<file path="src/rtl/hex_operand_entry_if.sv">
// Key-entry side and operand-memory write side of hex_operand_entry.
// master = the entry block (drives the memory write); slave = its environment.
interface hex_operand_entry_if;
    logic       key_valid;
    logic [3:0] key_code;
    logic [7:0] input8;
    logic       selector;
    logic       activate;
    logic       pending;
    logic       timeout;

    modport master (
        input  key_valid, key_code,
        output input8, selector, activate, pending, timeout
    );

    modport slave (
        output key_valid, key_code,
        input  input8, selector, activate, pending, timeout
    );
endinterface

</file>
<file path="src/rtl/hex_operand_entry.sv">
// Debounced two-nibble hex entry producing operand-memory writes; ENTRY_TIMEOUT_EN adds partial-entry abandon.
// Latency: pending/input8 one cycle after accept, activate one cycle after input8, selector toggles after activate.
// Backpressure: none; accepts are spaced by debounce press+release, the memory write is a fire-and-forget strobe.
module hex_operand_entry #(
    parameter int DEBOUNCE_CYCLES = 16
`ifdef ENTRY_TIMEOUT_EN
    ,
    parameter int TIMEOUT_CYCLES = 1000000
`endif
) (
    input  logic                 clk,
    input  logic                 reset,
    hex_operand_entry_if.master  bus
);

    typedef enum logic [1:0] {WAIT_HI, WAIT_LO, COMMIT} entryState_t;

    localparam logic [7:0] DEB_LAST = 8'(DEBOUNCE_CYCLES - 1);

    entryState_t state;
    logic        debLevel;
    logic [7:0]  debCount;
    logic        accept;
    logic [3:0]  hiReg;
    logic [7:0]  input8Q;
    logic        selectorQ;
    logic        activateQ;
    logic        pendingQ;
    logic        timeoutQ;

    // Accept fires in the cycle the rising edge of the debounced level is decided,
    // so key_code is captured alongside it.
    assign accept = bus.key_valid && !debLevel && (debCount == DEB_LAST);

    always_ff @(posedge clk) begin
        if (!reset) begin
            debLevel <= 1'b0;
            debCount <= 8'd0;
        end else if (bus.key_valid == debLevel) begin
            debCount <= 8'd0;
        end else if (debCount == DEB_LAST) begin
            debLevel <= ~debLevel;
            debCount <= 8'd0;
        end else begin
            debCount <= debCount + 8'd1;
        end
    end

`ifdef ENTRY_TIMEOUT_EN
    localparam int IDLE_W = $clog2(TIMEOUT_CYCLES + 1);
    localparam logic [IDLE_W-1:0] IDLE_LAST = IDLE_W'(TIMEOUT_CYCLES - 1);

    logic [IDLE_W-1:0] idleCount;
    logic              idleExpired;

    assign idleExpired = (idleCount == IDLE_LAST);

    always_ff @(posedge clk) begin
        if (!reset) begin
            idleCount <= '0;
        end else if (state != WAIT_LO || accept || idleExpired) begin
            idleCount <= '0;
        end else begin
            idleCount <= idleCount + 1'b1;
        end
    end
`else
    assign timeoutQ = 1'b0;
`endif

    always_ff @(posedge clk) begin
        if (!reset) begin
            state     <= WAIT_HI;
            hiReg     <= 4'h0;
            input8Q   <= 8'h00;
            selectorQ <= 1'b0;
            activateQ <= 1'b0;
            pendingQ  <= 1'b0;
`ifdef ENTRY_TIMEOUT_EN
            timeoutQ  <= 1'b0;
`endif
        end else begin
            activateQ <= 1'b0;
`ifdef ENTRY_TIMEOUT_EN
            timeoutQ  <= 1'b0;
`endif
            // Slot flips only once the write strobe has completed.
            if (activateQ) begin
                selectorQ <= ~selectorQ;
            end
            case (state)
                WAIT_HI: begin
                    if (accept) begin
                        hiReg    <= bus.key_code;
                        pendingQ <= 1'b1;
                        state    <= WAIT_LO;
                    end
                end
                WAIT_LO: begin
                    if (accept) begin
                        input8Q  <= {hiReg, bus.key_code};
                        pendingQ <= 1'b0;
                        state    <= COMMIT;
                    end
`ifdef ENTRY_TIMEOUT_EN
                    else if (idleExpired) begin
                        pendingQ <= 1'b0;
                        timeoutQ <= 1'b1;
                        state    <= WAIT_HI;
                    end
`endif
                end
                COMMIT: begin
                    activateQ <= 1'b1;
                    state     <= WAIT_HI;
                end
                default: state <= WAIT_HI;
            endcase
        end
    end

    assign bus.input8   = input8Q;
    assign bus.selector = selectorQ;
    assign bus.activate = activateQ;
    assign bus.pending  = pendingQ;
    assign bus.timeout  = timeoutQ;

endmodule
</file>
<file path="src/flat_wrapper.sv">
// flat-port wrapper written by rule: the top's interface ports become plain ports
module hex_operand_entry_flat 
#(
    parameter int DEBOUNCE_CYCLES = 16

)
  (clk, reset, bus_key_valid, bus_key_code, bus_input8, bus_selector, bus_activate, bus_pending, bus_timeout);
  hex_operand_entry_if bus_i ();
  input  logic clk;
  input  logic reset;
  input wire logic [$bits(bus_i.key_valid)-1:0] bus_key_valid;
  input wire logic [$bits(bus_i.key_code)-1:0] bus_key_code;
  output wire logic [$bits(bus_i.input8)-1:0] bus_input8;
  output wire logic [$bits(bus_i.selector)-1:0] bus_selector;
  output wire logic [$bits(bus_i.activate)-1:0] bus_activate;
  output wire logic [$bits(bus_i.pending)-1:0] bus_pending;
  output wire logic [$bits(bus_i.timeout)-1:0] bus_timeout;
  assign bus_i.key_valid = bus_key_valid;
  assign bus_i.key_code = bus_key_code;
  assign bus_input8 = bus_i.input8;
  assign bus_selector = bus_i.selector;
  assign bus_activate = bus_i.activate;
  assign bus_pending = bus_i.pending;
  assign bus_timeout = bus_i.timeout;
  hex_operand_entry #(.DEBOUNCE_CYCLES(DEBOUNCE_CYCLES)) u_core (.clk(clk), .reset(reset), .bus(bus_i));
endmodule
</file>
<file path="config.mk">
export PLATFORM = sky130hd
export DESIGN_NAME = hex_operand_entry_flat
export DESIGN_NICKNAME = d
export VERILOG_FILES = /design/src/rtl/hex_operand_entry_if.sv /design/src/rtl/hex_operand_entry.sv /design/src/flat_wrapper.sv
export SDC_FILE = /design/constraint.sdc
export NUM_CORES = 1
export LEC_CHECK = 0
export CORE_MARGIN = 5
export CORE_UTILIZATION = 55
export CTS_CLUSTER_DIAMETER = 30
export DETAILED_ROUTE_END_ITERATION = 6
export DONT_BUFFER_PORTS = 1
export PLACE_DENSITY = 0.68
export SLEW_MARGIN = 20
export SYNTH_ARGS = -nofsm -noshare
export SYNTH_HDL_FRONTEND = slang
export SYNTH_SLANG_ARGS = --single-unit
</file>
<file path="constraint.sdc">
create_clock -name clk -period 2.1 [get_ports clk]
set_clock_uncertainty 0.1 [all_clocks]
set_input_delay 0.42 -clock clk [delete_from_list [all_inputs] [get_ports clk]]
set_output_delay 0.42 -clock clk [all_outputs]
set_load 0.05 [all_outputs]
</file>
==> results.txt <==
DP Area = 1040 um2
CTS Hold Bufs = 0
Worst Hold Class = input pin to flop
Setup WS post-layout = 0.145 ns
dpl cells = 124
Final ANT Viol Nets = 0
setup violators final = 0
CTS tree = done
top-area cell type share of the netlist area = 51.0%
Core ar. = 1750 um2
clk sink count = 26
grt total ovfl = 0
Gate Count Post-Synth = 101
Core Rows = 15
compound-gate portion of the synthesized area = 14.8%
mux cell area share after synthesis = 3.92%
syn nets = 110
clk slew on worst S/H paths = 0.14 ns
vias per cell = 5.62
initial antenna violation count = 0
Clock Latency Late Sink = 0.32 ns
mapped cell area = 1020 um2
largest family of logic cells by synthesized area = simple AND/OR/NAND/NOR gates
Worst setup SP type = flop
post-synthesis simple-gate area fraction = 19.9%
pre-CTS setup slack = 0.156 ns
Layout Nets = 113
Clock Path Buffers = 2
Area growth syn-to-layout = 7.72%
post-CTS setup buffer count = 0
GR Util met1 = 20.7%
VDD IR max = 0.477 mV
clock root cell = clkbuf_4
flops & latches, synth = 26
Synth cell types = 33
Worst EP arrival = 2.09 ns
cts repair resizes = 0
Warnings, synthesis = 0
pwr dens = 782 nW/um2
final hold vios = 0
Die X-Extent = 53.1 um
Crit. Startpoint = u_core.debCount[5]
Die Ht = 53.1 um
pin count of the biggest net entering global routing = 16
post-route non-filler standard cell count = 128
Synth Area in XOR/XNOR = 3.43%
DR iter-0 viols = 17
Remaining DRCs = 0
maximum clock rate = 511 MHz
clock buffer count from CTS = 3
met3 Use GR = 4.23%
met2 GRT Util = 21.1%
worst hold path startpoint = bus_key_code[0]
total power = 0.860 mW
Crit. End Element = flop
RR Startpoint = u_core.debCount[5]
Syn Area/Cell = 10.1 um2
die area = 2820 um2
Least-Margin Pin Slew = 0.529 ns
Core Util, Final = 63.0%
ant diodes = 0
post-synthesis sequential area ratio = 51.0%
Crit path required time = 2.23 ns
final cell area excluding filler cells = 1100 um2
status = complete, no violations
first-pass GRT wire length = 3120 um
ratio of final minimum period to clock period = 93.1%
synth top area cells = dfxtp_1, a22o_1, mux2i_1
Port-buffer cells = 0
Hold Path End = u_core.hiReg[0]
WL/cell = 14.5 um
Starting Density = 58.5%
kind of critical path = flop to flop
Max Cap Viol = 0
worst hold path stage count = 2
crit path max fanout = 7
Tot GR Track Use = 15.1%
Synth Area in Adders = 2.45%
total number of vias = 719
gpl congestion = 0.817
Fin Hold WS = 0.116 ns
RSZ-0062 raised after global routing = no
vias in the first global route = 710
Worst R2R End = u_core.hiReg[3]
Clock H-tree levels = 1
Tmin final = 1.96 ns
busiest grt layer = met2
Ports = 19
layout cells sized above 1 = 8.74%
Setup TNS = 0 ns
Worst R2R Setup Slack = 0.14 ns
drt pass-1 iters = 4
biggest area consumer among synthesized cells = dfxtp_1
count of pins over their slew limit = 0
Slew HR = 64.7%
leakage power = 0.430 nW
R2R cell count = 3
total wire length = 1860 um
Detail Placement HPWL = 1310 um
## synth_stat cells
library cell,number
nor2b_1,1
buf_2,1
nand2_1,9
xor2_1,1
or3_1,4
dfxtp_1,26
o31ai_1,1
nor2_1,6
a22o_1,8
ha_1,2
buf_6,1
a21oi_1,4
or4_4,1
or4_1,2
nand3_1,3
mux2i_1,4
nor4_1,1
nand4_1,3
a211oi_1,1
nand2b_1,1
conb_1,1
xnor2_1,3
nor3b_1,1
nor4b_4,1
a41oi_1,1
buf_4,1
nor3_1,1
inv_1,4
clkbuf_1,1
o211a_1,1
a21o_1,1
and3_1,1
o21ai_0,4
## where the power goes
group | internal (mW) | leakage [nW] | switching, mW
clock | 0.193 | 0.0279 | 0.149
sequential | 0.495 | 0.210 | 0.00170
combinational | 0.00590 | 0.192 | 0.0156
## placed cells by master (no fill, tap or decap), types with 2 or more instances in the layout
master    synthesis  layout
mux2i_1           4       4
a22o_1            8       8
nand3_1           3       3
clkbuf_4          0       3
nand4_1           3       3
ha_1              2       2
or4_1             2       2
nor2_1            6       6
o21ai_0           4       4
nand2_1           9       9
a21oi_1           4       4
inv_1             4       4
dfxtp_1          26      26
or3_1             4       4
buf_4             1       2
xnor2_1           3       3
## registers in the layout, indices dropped and copies added (netlist names)
signal               cells
u_core.state             2
u_core.debCount          8
u_core.bus.selector      1
u_core.hiReg             4
u_core.debLevel          1
u_core.bus.input8        8
u_core.bus.activate      1
u_core.bus.pending       1
## worst max-delay path: stages, from the launching register on
cell     delay [ns]
dfxtp_1        0.37
or4_1          0.67
or4_4          0.58
mux2i_1        0.14
## area by class of cell
| cell class | instances | area, um2 |
|---|---|---|
| Tap cell | 25 | 31.3 |
| Timing Repair Buffer | 2 | 15.0 |
| Clock buffer | 3 | 22.5 |
| Sequential cell | 26 | 520 |
| Clock inverter | 1 | 30.0 |
| Multi-Input combinational cell | 67 | 465 |
| Fill cell | 146 | 646 |
| Inverter | 4 | 15.0 |
## per-layer routing
layer,routed length [um],vias up
met5,0,-
met3,123,2
li1,-,365
met2,772,17
met1,943,335
met4,21,0
## cells by family after synthesis
kind of cell    after synthesis
mux                           4
other cells                   1
flops                        26
simple gates                 35
buf+inv                       8
compound gates               21
fa+ha+maj                     2
xor+xnor                      4
## worst max-delay path by stage
stage	to	cells past startpoint
final	u_core.hiReg[3]	3
after global routing	u_core.hiReg[0]	3
after CTS	u_core.hiReg[2]	3
after detailed placement	u_core.hiReg[2]	3
after global placement	u_core.hiReg[2]	3
after floorplan	u_core.hiReg[0]	5
No activity file was read; power rests on OpenSTA's default activity.
==> variant 1 (same flow settings) <==
The option `ENTRY_TIMEOUT_EN` is turned on by a define.
--- a/src/rtl/hex_operand_entry.sv
+++ b/src/rtl/hex_operand_entry.sv
@@ -3,2 +3,4 @@
 // Backpressure: none; accepts are spaced by debounce press+release, the memory write is a fire-and-forget strobe.
+`define ENTRY_TIMEOUT_EN
+
 module hex_operand_entry #(
Formal check against the unedited RTL: no difference found for any inputs over 10 cycles, from zero or initial values and one cycle with reset low; that may be too few to reach the edited logic, so the function may still have changed.
==> variant 1 against the unedited design <==
  * Utilization down 4.0 points
  * Worst setup slack better by 0.054 ns
  * Largest power group unchanged
  * Area after synthesis increased by 97%
  * Synthesized cell count rose by 110%
  * Design area up 94%
  * Sequential power up 80%
  * Critical path type unchanged
  * Wire length up 89%
  * Sequential cell count is 21 higher
  * Die area rose by 76%
  * Largest cell class is now multi-input gates
  * Total power up 66%
==> variant 1: results (changes against the unedited design) <==
- Max VDD drop: 0.000449 V (-5.8%)
- Post-synth top cells: dfxtp_1 (47), nand2_1 (26), nor2_1 (21)
- Clk_lat worst skew: 0.29 ns (-0.03 ns)
- Share of layout cells above drive strength 1: 0.0594 (-0.0280)
- Min-Delay Endpoint: u_core.bus.selector
- Yosys warning count: 0 (unchanged)
- Min-delay src: reset
- Critical path type: reg2reg
- Status: finished clean
- Setup TNS: 0 ns (unchanged)
- Fin. max-slew vios: 0 (unchanged)
- Placed Area: 2040 sq um (+96%)
- GP Congestion: 0.923 (+13%)
- Top_reg_cell synth: dfxtp_1
- Tightest Hold Check Type: in2reg
- Synth top area cells: dfxtp_1 (47%), xor2_1 (6.1%), mux2i_1 (6.0%), nand2_1 (4.9%), nor2_1 (3.9%)
- Largest fanout on the critical path: 8 (+1)
- Via count: 1528 (+110%)
- Flop pwr share: 0.626 (+0.048)
- Fillers: 315 (+120%)
- Internal reg-to-reg setup slack: 0.20 ns (+0.05 ns)
- Worst Setup SP: u_core.debCount[5]
- Total GRT Usage: 0.151 (-0.000427)
- Inst Count DP: 259 (+110%)
- Synth Area per Inst: 9.25 sq um (-8.5%)
- Worst-case reg-to-reg path depth: 4 (+1)
- Post-synth ARST share: 0 (unchanged)
- Post-synth cell types: 36 (+9.1%)
- Fin Hold WS: 0.152 ns (+0.0362 ns)
- Final Net Count: 228 (+100%)
- Highest-delay cell along the critical path: or3_1
- Htree depth: 2 (+1)
- Initial antenna violation count: 0 (unchanged)
- P_leak: 0.760 nW (+77%)
- Clk Tree Root Cell: clkbuf_8
- Post-CTS resize count: 0 (unchanged)
- Slew @ Worst Pin: 0.552 ns (+0.0231 ns)
- First-pass GRT wire length: 6220 microns (+99%)
- CP arrival: 1.97 ns (-0.12 ns)
- Max reg flops: 20
- Iter 0 DRT Violations: 90 (+73)
- Reg2reg end: u_core.bus.input8[1]
- Clock Path Buffers: 2 (unchanged)
- # diodes: 0 (unchanged)
- Most flops, register: u_core.idleCount
- Post-DP HPWL: 2550 microns (+95%)
- Total CTS buffers: 5 (+2)
- Clock share of power: 0.365 (-0.032)
- DR pass1 iterations: 4 (unchanged)
- Sw Share: 0.209 (+0.0163)
- Port Buffer Count: 0 (unchanged)
- Largest net degree at the start of global routing: 24 (+8)
- Register area share after synthesis: 0.469 (-0.0410)
- WL per Instance: 13.2 microns (-9.5%)
- Via density: 5.72 (+1.9%)
- Clk slew on worst S/H paths: 0.09 ns (-0.05 ns)
- CP peak stage delay: 0.54 ns (-0.13 ns)
- Sequential power: 893 uW (+80%)
- Hold Path Cell Cnt: 1 (-1)
==> variant 1: cell types whose count changed after synthesis, moves of 4 or more <==
cell,before,now
a21oi_1,4,9
a22o_1,8,0
and2_1,0,5
and3_1,1,7
dfxtp_1,26,47
mux2i_1,4,12
nand2_1,9,26
nand3_1,3,9
nand4_1,3,9
nor2_1,6,21
o21ai_0,4,8
xor2_1,1,14
==> variant 1: layout make-up <==
cell class / count / area, sq um / share of cell area
timing repair buffer: 2 / 15.0 / 0.00705
multi-input combinational: 157 / 1000 / 0.472
clock inverter: 3 / 20.0 / 0.00941
clock buffer: 5 / 68.8 / 0.0323
inverter: 5 / 18.8 / 0.00882
tap: 48 / 60.1 / 0.0282
sequential: 47 / 941 / 0.442
==> variant 1: logic make-up (layout without fill, tap and decap cells) <==
group | Yosys count | count (layout) | share of synthesized area
buf+inv | 13 | 15 | 0.0305
mux | 12 | 12 | 0.0599
flops | 47 | 47 | 0.469
simple gates | 99 | 99 | 0.271
compound gates | 26 | 26 | 0.0773
xor+xnor | 17 | 17 | 0.0742
fa+ha+maj | 3 | 3 | 0.0187
==> variant 1: per-stage QoR <==
| step | util | worst slack, ns |
|---|---|---|
| 2_1_floorplan | - | 0.383 |
| 3_3_place_gp | 0.566 | 0.258 |
| 3_5_place_dp | 0.566 | 0.185 |
| 4_1_cts | 0.590 | 0.174 |
| 5_1_grt | 0.590 | 0.0452 |
| 6_report | 0.590 | 0.199 |
==> variant 1: routing by layer <==
metal,part of all wire,global-route usage
met3,0.058,0.0345
met4,0.012,0.0660
met5,0,0
met2,0.47,0.247
met1,0.46,0.188
==> variant 1: worst max-delay path, delay by kind of cell, from the launching register on <==
family	cells	cell delay, ns
flops	1	0.37
mux	1	0.19
simple gates	3	1.12
==> variant 2 (config.mk and constraints unchanged) <==
Made on the original files. Encoding of `entryState_t`: now one-hot (3 bits for 3 states).
--- a/src/rtl/hex_operand_entry.sv
+++ b/src/rtl/hex_operand_entry.sv
@@ -15,3 +15,3 @@
 
-    typedef enum logic [1:0] {WAIT_HI, WAIT_LO, COMMIT} entryState_t;
+    typedef enum logic [2:0] {WAIT_HI = 3'b001, WAIT_LO = 3'b010, COMMIT = 3'b100} entryState_t;
 
Behaviour: same outputs for any inputs over 10 cycles, from zero or initial values and one cycle with reset low; not proved beyond that.
==> variant 2 against the unedited design <==
  * Utilization is 4.4 points lower
  * First-iteration DRC count is 65% lower
  * Count of clock-buffer cells in the layout stayed put
  * Worst setup slack better by 0.26 ns
  * Via count is 7.2% higher
  * Global-route usage is 0.53 points lower
  * Area after synthesis is 5.9% higher
  * Design area is 2.4% higher
  * Maximum frequency is 15% higher
  * Sequential cell count is 1 higher
  * Sequential share of layout area is 0.67 points higher
  * Wire length is 7.3% lower
  * Total power is 13% lower
  * Critical endpoint is now u_core.debLevel
  * Highest routed layer unchanged
==> variant 2: results (changes against the unedited design) <==
- Min-delay src: reset
- Register area share after synthesis: 0.500 (-0.00980)
- Post-synth ARST share: 0 (unchanged)
- Routed WL: 1730 microns (-7.3%)
- Vias in the first global route: 761 (+7.2%)
- Post-synth cell types: 29 (-12%)
- Post-synth top cells: dfxtp_1 (27), nand2_1 (17), mux2i_1 (12)
- Fillers: 197 (+35%)
- Final Net Count: 124 (+9.7%)
- Total GRT Usage: 0.146 (-0.00533)
- P_leak: 0.472 nW (+9.7%)
- GP Congestion: 0.745 (-8.8%)
- Share of layout cells above drive strength 1: 0.0614 (-0.0260)
- Via density: 5.47 (-2.7%)
- # diodes: 0 (unchanged)
- Largest net degree at the start of global routing: 21 (+5)
- Initial core utilization: 0.563 (-0.0224)
- Clk_lat worst skew: 0.31 ns
- Met2 wire len: 800 microns (+3.6%)
- First-pass GRT wire length: 3170 microns (+1.8%)
- Capture point of the worst path: u_core.debLevel
- Metal3 WL: 111 microns (-9.8%)
- Iter 0 DRT Violations: 6 (-11)
- Slew @ Worst Pin: 0.528 ns (-0.00139 ns)
- Min-Delay Endpoint: u_core.bus.input8[4]
- DR pass1 iterations: 3 (-1)
- Worst Setup SP: u_core.debCount[4]
- M1 WL: 800 microns (-15%)
- Max VDD drop: 0.000424 V (-11%)
- CP arrival: 1.86 ns (-0.23 ns)
- Synth top area cells: dfxtp_1 (50%), mux2i_1 (11%), nand2_1 (5.9%), nor2_1 (2.4%), xnor2_1 (2.4%)
- Syn nets: 123 (+12%)
- Internal reg-to-reg setup slack: 0.40 ns (+0.26 ns)
- Status: finished clean
- Placed Area: 1100 sq um (+5.7%)
- Post-DP HPWL: 1290 microns (-1.0%)
variant 2: cell count changes after synthesis, sizes merged, moves of 2 or more:
cell and change:
a22o -8, mux2i +8, nand2 +8, clkbuf +2, nand2b +2
variant 2: cell families after synthesis:
kind of cell,synth area share
adders and majority gates,0.0231
DFF,0.500
AOI/OAI and AO/OA,0.0741
buffers and inverters,0.0359
and+or+nand+nor,0.220
other,0.00347
xor gates and xnor gates,0.0324
muxes,0.111
variant 2: metal layers:
metal / up-vias / GRT usage
met1: 364 / 0.173
met5: - / 0
met2: 15 / 0.247
met3: 2 / 0.0463
met4: 0 / 0.0498
li1: 390 / -
variant 2: metrics by stage:
stage	setup WS, ns	hold WS, ns	std cells
floorplan	0.470	0.330	114
global placement	0.442	0.342	137
detailed placement	0.419	0.359	137
CTS	0.399	0.134	141
global route	0.268	0.132	141
finish	0.401	0.143	141
variant 2: final cells by class:
| type | instances | area [sq um] | share of cell area |
|---|---|---|---|
| flip-flops and latches | 27 | 541 | 0.480 |
| multi-input cells | 78 | 502 | 0.446 |
| well taps | 27 | 33.8 | 0.0300 |
| clock buffers | 3 | 22.5 | 0.0200 |
| inverters | 4 | 15.0 | 0.0133 |
| repair buffers | 1 | 7.51 | 0.00667 |
| clock inverters | 1 | 5.00 | 0.00444 |
variant 2: critical path: stages, from the launching register on:
cell	delay, ns
dfxtp_1	0.39
or4_1	0.55
or4_1	0.47
a21oi_1	0.14
variant 2: power breakdown:
group / total, mW / switching (mW) / internal, mW / leakage, nW
Clock: 0.212 / 0.141 / 0.0711 / 0.0177
Sequential: 0.516 / 0.00158 / 0.514 / 0.218
Combinational: 0.0189 / 0.0136 / 0.00536 / 0.236
Total: 0.747 / 0.156 / 0.591 / 0.472
